`config.mk`:
```
export PLATFORM = sky130hd
export DESIGN_NAME = rr_resp_demux_lock
export DESIGN_NICKNAME = d
export VERILOG_FILES = /design/src/rtl/rr_resp_demux_lock.sv
export SDC_FILE = /design/constraint.sdc
export NUM_CORES = 1
export LEC_CHECK = 0
export BUFFER_PORTS_ARGS = -buffer_cell sky130_fd_sc_hd__buf_4
export CAP_MARGIN = 20
export CORE_UTILIZATION = 37
export CTS_CLUSTER_SIZE = 40
export DETAILED_ROUTE_END_ITERATION = 10
export PLACE_DENSITY = 0.85
export REMOVE_ABC_BUFFERS = 1
export SLEW_MARGIN = 0
export SYNTH_ARGS = -nofsm -noshare
export SYNTH_HDL_FRONTEND = slang
export SYNTH_SLANG_ARGS = --single-unit
```
`constraint.sdc`:
```
create_clock -name clk_i -period 3.52 [get_ports clk_i]
set_input_delay 0.176 -clock clk_i [delete_from_list [all_inputs] [get_ports clk_i]]
set_output_delay 0.176 -clock clk_i [all_outputs]
set_load 0.01 [all_outputs]
```
`src/rtl/rr_resp_demux_lock.sv`:
```
// Routes responses back to the requester recorded at arbitration time.
// In-order index FIFO; head selects the output lane; lock_i holds the head.
//
// Ports:
//   clk_i, rst_ni        clock, async active-low reset
//   flush_i              sync clear of all outstanding entries
//   req_idx_i            arbitrated requester index
//   req_valid_i          arbiter handshake occurred this cycle
//   req_ready_o          an index can be recorded
//   rsp_valid_i          upstream response valid
//   rsp_ready_o          upstream response ready
//   rsp_data_i           upstream response payload
//   lock_i               keep head after the response
//   rsp_valid_o          per-requester valid
//   rsp_ready_i          per-requester ready
//   rsp_data_o           payload broadcast to every lane
//   idx_o                head index (0 when empty)
//   empty_o, count_o     occupancy
module rr_resp_demux_lock #(
  parameter int unsigned NumOut    = 4,
  parameter int unsigned DataWidth = 32,
  parameter type         DataType  = logic [DataWidth-1:0],
  parameter int unsigned Depth     = 4,
  localparam int unsigned IdxWidth = $clog2(NumOut),
  localparam type         idx_t    = logic [IdxWidth-1:0],
  localparam int unsigned CntWidth = $clog2(Depth + 1)
) (
  input  logic                    clk_i,
  input  logic                    rst_ni,
  input  logic                    flush_i,
  input  logic [IdxWidth-1:0]     req_idx_i,
  input  logic                    req_valid_i,
  output logic                    req_ready_o,
  input  logic                    rsp_valid_i,
  output logic                    rsp_ready_o,
  input  DataType                 rsp_data_i,
  input  logic                    lock_i,
  output logic [NumOut-1:0]       rsp_valid_o,
  input  logic [NumOut-1:0]       rsp_ready_i,
  output DataType [NumOut-1:0]    rsp_data_o,
  output logic [IdxWidth-1:0]     idx_o,
  output logic                    empty_o,
  output logic [CntWidth-1:0]     count_o
);

  localparam int unsigned PtrWidth = (Depth > 1) ? $clog2(Depth) : 1;

  typedef logic [PtrWidth-1:0] ptr_t;

  idx_t                mem [Depth];
  ptr_t                rd_ptr;
  ptr_t                wr_ptr;
  logic [CntWidth-1:0] cnt;

  idx_t head;
  logic empty;
  logic head_ok;
  logic push;
  logic pop;

  function automatic ptr_t ptr_inc(input ptr_t p);
    if (32'(p) == Depth - 1) begin
      return '0;
    end
    return p + 1'b1;
  endfunction

  assign head    = mem[rd_ptr];
  assign empty   = (cnt == '0);
  assign head_ok = (32'(head) < NumOut);

  assign empty_o     = empty;
  assign count_o     = cnt;
  assign idx_o       = empty ? '0 : head;
  assign req_ready_o = (32'(cnt) < Depth);

  // Out-of-range head still takes the response so upstream never deadlocks.
  always_comb begin
    rsp_valid_o = '0;
    rsp_ready_o = 1'b0;
    if (!empty) begin
      if (head_ok) begin
        rsp_valid_o[head] = rsp_valid_i;
        rsp_ready_o       = rsp_ready_i[head];
      end else begin
        rsp_ready_o = 1'b1;
      end
    end
  end

  for (genvar i = 0; i < NumOut; i++) begin : g_lane
    assign rsp_data_o[i] = rsp_data_i;
  end

  assign push = req_valid_i && req_ready_o;
  assign pop  = rsp_valid_i && rsp_ready_o && !lock_i;

  always_ff @(posedge clk_i or negedge rst_ni) begin
    if (!rst_ni) begin
      rd_ptr <= '0;
      wr_ptr <= '0;
      cnt    <= '0;
    end else if (flush_i) begin
      rd_ptr <= '0;
      wr_ptr <= '0;
      cnt    <= '0;
    end else begin
      if (push) begin
        wr_ptr <= ptr_inc(wr_ptr);
      end
      if (pop) begin
        rd_ptr <= ptr_inc(rd_ptr);
      end
      if (push && !pop) begin
        cnt <= cnt + 1'b1;
      end else if (pop && !push) begin
        cnt <= cnt - 1'b1;
      end
    end
  end

  // Contents need no reset: only entries between the pointers are read.
  always_ff @(posedge clk_i) begin
    if (push && !flush_i) begin
      mem[wr_ptr] <= req_idx_i;
    end
  end

`ifndef SYNTHESIS
  always_ff @(posedge clk_i) begin
    if (rst_ni && !flush_i) begin
      assert (!(req_valid_i && !req_ready_o))
        else $warning("index push dropped, buffer full");
      assert (!(!empty && !head_ok && rsp_valid_i))
        else $error("response for out-of-range index dropped");
    end
  end
`endif

endmodule
```
Word-level counts from Yosys, hierarchy flattened. Memories as Yosys holds them, arrays and structs flattened. Cells that the tools add are included.

Memories: 1. Bits of input ports: 44. Flip-flop bits (word level): 7. Bits in writable memories: 8. Word-level logic and storage cells: 55.

Bitwise operators: 1. Add/subtract/negate cells: 4. $lt $le $gt $ge: 3. Equal/unequal tests: 2. Mux-type cells: 26. Reduce and logical (&&, ||, !) cells: 15.

Memories: mem (depth 4, width 2, read ports 1, clocked after memory_dff 0, write ports 1, RTL line 50) `idx_t mem [Depth];`.

Operator list (count): 2-to-1 mux 2 bit (9); 2-to-1 mux 1 bit (11); 2-to-1 mux 3 bit (3); logical AND 1 bit (7); adder 2 x 1 -> 2 bit (second input constant) (2); AND 4 bit (1); == test 2 bit (second input constant) (2); logical NOT 1 bit (4); 2-to-1 mux 4 bit (1); nonzero test 2 bit (2); adder 3 x 1 -> 3 bit (second input constant) (1); logical NOT 3 bit (1); < comparator 2 x 3 -> 1 bit (second input constant) (1); < comparator 3 bit (second input constant) (1); nonzero test 3 bit (1); subtractor 3 x 1 -> 3 bit (second input constant) (1); binary-select mux 1 bit (select 2 bit) (1); demux 1 bit (select 2 bit) (1); greater-or-equal comparator 2 x 1 -> 1 bit (second input constant) (1).

Depth between registers and ports, before layout. An unclocked memory read counts as a cell.

Word-level depth: 11. Mapped depth: 10. Gate-level depth less buffers: 9.

Worst setup path before layout. No wires, ideal clock.

Path type: register to register. Start: register rd_ptr[0]. End: register cnt[2], in the netlist count_o[2]. Path buffers: 0. Clock period less this slack: 2.644 ns. Setup slack: 0.876 ns. Cell stages (with the launch flop): 10. Arrival time: 2.533 ns. Path through: dfrtp_1 -> mux4_2 -> mux2i_1 -> mux2_4 -> nor2_1 -> nor2_1 -> fa_1 -> o21ai_0 -> nor3_1 -> a2111oi_2.

Word-level cells in the longest chain between the ends: 10. Elaborated cells between the ends (all ways): 12. Classes of those cells: 5 x mux; 6 x reduce/logical; 1 x memory.

RTL lines: start, declared (RTL line 51) `ptr_t rd_ptr;`; start signal, assigned (RTL line 112) `rd_ptr <= ptr_inc(rd_ptr);`; memory (4 x 2 bit) (*); binary-select mux 1 bit (select 2 bit) (*) (RTL line 84) `rsp_ready_o = rsp_ready_i[head];`; 2-to-1 mux 1 bit (not written as such) (*) (RTL line 84); 2-to-1 mux 1 bit (*) (RTL line 81) `if (!empty) begin`; logical AND 1 bit (*) (2 in a row) (RTL line 96) `assign pop = rsp_valid_i && rsp_ready_o && !lock_i;`; logical NOT 1 bit (RTL line 114) `if (push && !pop) begin`; logical AND 1 bit (RTL line 114); 2-to-1 mux 3 bit (RTL line 114); 2-to-1 mux 3 bit (RTL line 103) `end else if (flush_i) begin`; end signal, assigned (RTL line 115) `cnt <= cnt + 1'b1;`; end signal, assigned (RTL line 117) `cnt <= cnt - 1'b1;`; end, declared (RTL line 53) `logic [CntWidth-1:0] cnt;`.

Every way passes the cells marked *; elsewhere a longest branch is shown, timed or not. The select of a mux whose other input is x is not followed. A chain may end at the register's enable or synchronous reset.

Worst setup path after layout. Same ends and word-level chain as after synthesis.

==> impl_metrics.py <==
metrics = {
    "cells_and_area": {
        "nets": 167,
        "antennaDiodeCount": 0,
        "most_used_cells_in_the_layout_excluding_fill_and_tap_cells": "23 x buf_4, 17 x nor2_1, 9 x inv_1, 8 x edfxtp_1, 7 x dfrtp_1",
        "count_of_non_filler_cells_in_the_finished_layout": 184,
        "layout-drive-gt1-share_pct": 29.1,
        "nFillCells": 516,
        "final_common_cell": "buf_4",
        "area_delta_synth_final_pct": -35.0,
        "post_route_core_utilization_pct": 25.4,
    },
    "critical_path": {
        "timing.critical_path.fanout_max": 7,
        "crit_chain": "mux4_2 > mux2i_1 > mux2_4 > nor2_1 > nor2_1 > fa_1 > o21ai_0 > nor3_1 > a2111oi_2",
        "crit_path_max_incr_delay_ns": 0.61,
        "critPathBufInv": 0,
        "cpMostUsedCell": "nor2_1",
        "worstSetupEndpointType": "flop",
        "critPathKind": "flop to flop",
        "worst_ep_arrival_time_ns": 3.06,
        "critical-path-slowest-cell": "mux4_2",
        "timing.critical_path.max_delay_family": "multiplexers",
        "timing.critical_path.from_type": "flop",
        "critPathRequiredTime_ns": 3.66,
    },
    "floorplan": {
        "floorplan.rows": 25,
        "floorplan.die.height_microns": 73.1,
        "floorplan_die_area_sq_um": 5350,
        "core-area_sq_um": 4790,
        "start_util_pct": 39.1,
        "io_pins": 184,
        "die_x_microns": 73.1,
    },
    "timing": {
        "tightest_slew_ns": 0.479,
        "fin_ws_ns": 0.595,
        "final_setup_viols": 0,
        "maxSlewHeadroom_pct": 68.0,
        "grt_setup_unrepaired": "no",
        "maxSlewViolCount": 0,
        "layout_worst_path_cycle_share_pct": 83.1,
        "max_clock_freq_mhz": 342,
        "final_critical_path_time_including_i_o_delays_and_setup_ns": 2.93,
        "finalSetupTns_ns": 0,
        "hold_viol": 0,
        "worst_case_clock_skew_ns": 0.000782,
    },
    "clocking": {
        "clkSlewWorstSetupHoldPaths_ns": 0.06,
        "tritoncts_sink_count": 15,
        "clk_buf_depth": 2,
        "worstSkewPairLatency_ns": 0.25,
        "post_cts.repair.setup_buffers": 0,
        "ctsHtreeMaxLevel": 1,
        "cts-buffers-inserted": 3,
        "clockRootBuffer": "clkbuf_8",
        "tritoncts": "yes",
    },
    "logic_synthesis": {
        "postSynth.topFlopCell": "edfxtp_1",
        "number_of_flops_mapped_to_enable_cells_by_yosys": 8,
        "yosys_cell_types": 31,
        "postSynthAreaPerCell_sq_um": 8.55,
        "netlist.area_leader.share_pct": 51.3,
        "synth_seq_area_share_pct": 22.2,
        "syn_area_sq_um": 1870,
        "synth_cells": 219,
        "asyncSetResetFlopFracSynth_pct": 46.7,
        "synth_area_leaders": "buf_4 51%, edfxtp_1 13%, dfrtp_1 9.4%",
        "synthesis.yosys.warnings": 0,
        "synth.largest_area_cell": "buf_4",
        "ys_ff_latch": 15,
    },
    "detailed_routing": {
        "detailroute.via_count": 991,
        "route.detailed.drc": 0,
        "via_per_inst": 5.39,
        "drt_iter0_drc": 86,
        "drt-total-wl_mm": 7.11,
        "wl_per_cell_microns": 38.6,
        "drt_pass1_iterations": 4,
        "ant_nets": 0,
    },
    "placed_design": {
        "port-buffer-count": 23,
        "hpwl_mm": 5.72,
        "gp_congestion": 0.947,
        "placedCellCount": 179,
        "place_ws_ns": 0.632,
    },
    "global_route": {
        "antenna_found_initial": 0,
        "track_usage_pct": 25.9,
        "grt_first_pass_wirelength_mm": 8.85,
        "grt_overflow": 0,
        "grt_pass1_vias": 927,
        "grt_start_max_net_pins": 14,
    },
    "outcome": {
        "outcome": "complete, no violations",
    },
    "power_and_ir_drop": {
        "power.density_nw_per_um2": 499,
        "total_power_uw": 607,
        "total_leakage_power_uw": 0.000521,
        "irDropWorstVdd_uv": 274,
    },
    "min_path": {
        "hold_class": "input port to flop",
    },
    "run": {
        "maxCapViolations": 0,
    },
}
-- worst register-to-register path, stage by stage (launching register included) --
cell and delay (ns):
dfrtp_1 0.45, mux4_2 0.61, mux2i_1 0.17, mux2_4 0.33
nor2_1 0.23, nor2_1 0.10, fa_1 0.42, o21ai_0 0.10
nor3_1 0.07, a2111oi_2 0.34
-- per-layer routing --
layer  vias to the layer above  track usage [%]  wire length [microns]
met5                         -             8.08                     54
met4                         2             2.18                     40
met3                         9             29.7                   1830
met2                       186             45.4                   3670
met1                       426             18.3                   1520
li1                        368                -                      -
-- state kept, by name (all words and copies together) (netlist names) --
name and cells:
count_o 3, mem 8, rd_ptr 2, wr_ptr 2
-- cells in the mapped netlist, drive strengths merged (3+ instances only) --
library cell and number:
buf 129, and2 5, nor2 17, nor3 5
inv 9, ha 4, nand2 6, mux2i 3
dfrtp 7, edfxtp 8
-- worst paths after layout --
check / startpoint / to / slack, ns / depth (start not counted)
setup reg to reg: rd_ptr[0] / count_o[2] / 0.59 / 9
min in group asynchronous: rst_ni / count_o[0] / 0.27 / 2
max in group asynchronous: rst_ni / rd_ptr[0] / 3.13 / 2
hold / removal: req_idx_i[0] / mem[2][0] / 0.13 / 1
hold reg to reg: wr_ptr[1] / wr_ptr[1] / 0.58 / 2
setup / recovery: rd_ptr[0] / count_o[2] / 0.59 / 9
-- through the flow --
step | hold slack, ns | cell area, sq um
after floorplan | -0.120 | 903
after global placement | -0.00386 | 1160
after detailed placement | -0.00468 | 1160
after CTS | 0.124 | 1220
after global routing | 0.124 | 1220
final | 0.127 | 1220
-- area by class of cell --
| cell class | count | area [sq um] | share of cell area, % |
|---|---|---|---|
| Timing Repair Buffer | 24 | 183 | 15.0 |
| Clock inverter | 1 | 5.00 | 0.412 |
| Inverter | 9 | 33.8 | 2.78 |
| Tap cell | 67 | 83.8 | 6.89 |
| Sequential cell | 15 | 415 | 34.2 |
| Multi-Input combinational cell | 65 | 454 | 37.3 |
| Clock buffer | 3 | 41.3 | 3.40 |
-- power breakdown --
group	internal, uW	switching, uW	total, uW	leakage, uW
Clock	78.5	61.3	140	0.0000255
Combinational	109	131	240	0.000329
Sequential	204	22.2	227	0.000167
-- cell families after synthesis --
kind of cell / after synthesis / synth area share [%]
buf+inv: 139 / 53.5
simple gates: 41 / 10.3
flops: 15 / 22.2
compound gates: 12 / 4.75
mux: 6 / 5.01
fa+ha+maj: 5 / 3.74
xor+xnor: 1 / 0.468
-- what timing repair did --
action	4_1_cts	5_1_grt
hold buffers	1	0
resized for setup	0	0
hold endpoints to repair	7	0
endpoints found under the setup margin	0	0
(Power assumes the default switching activity.)
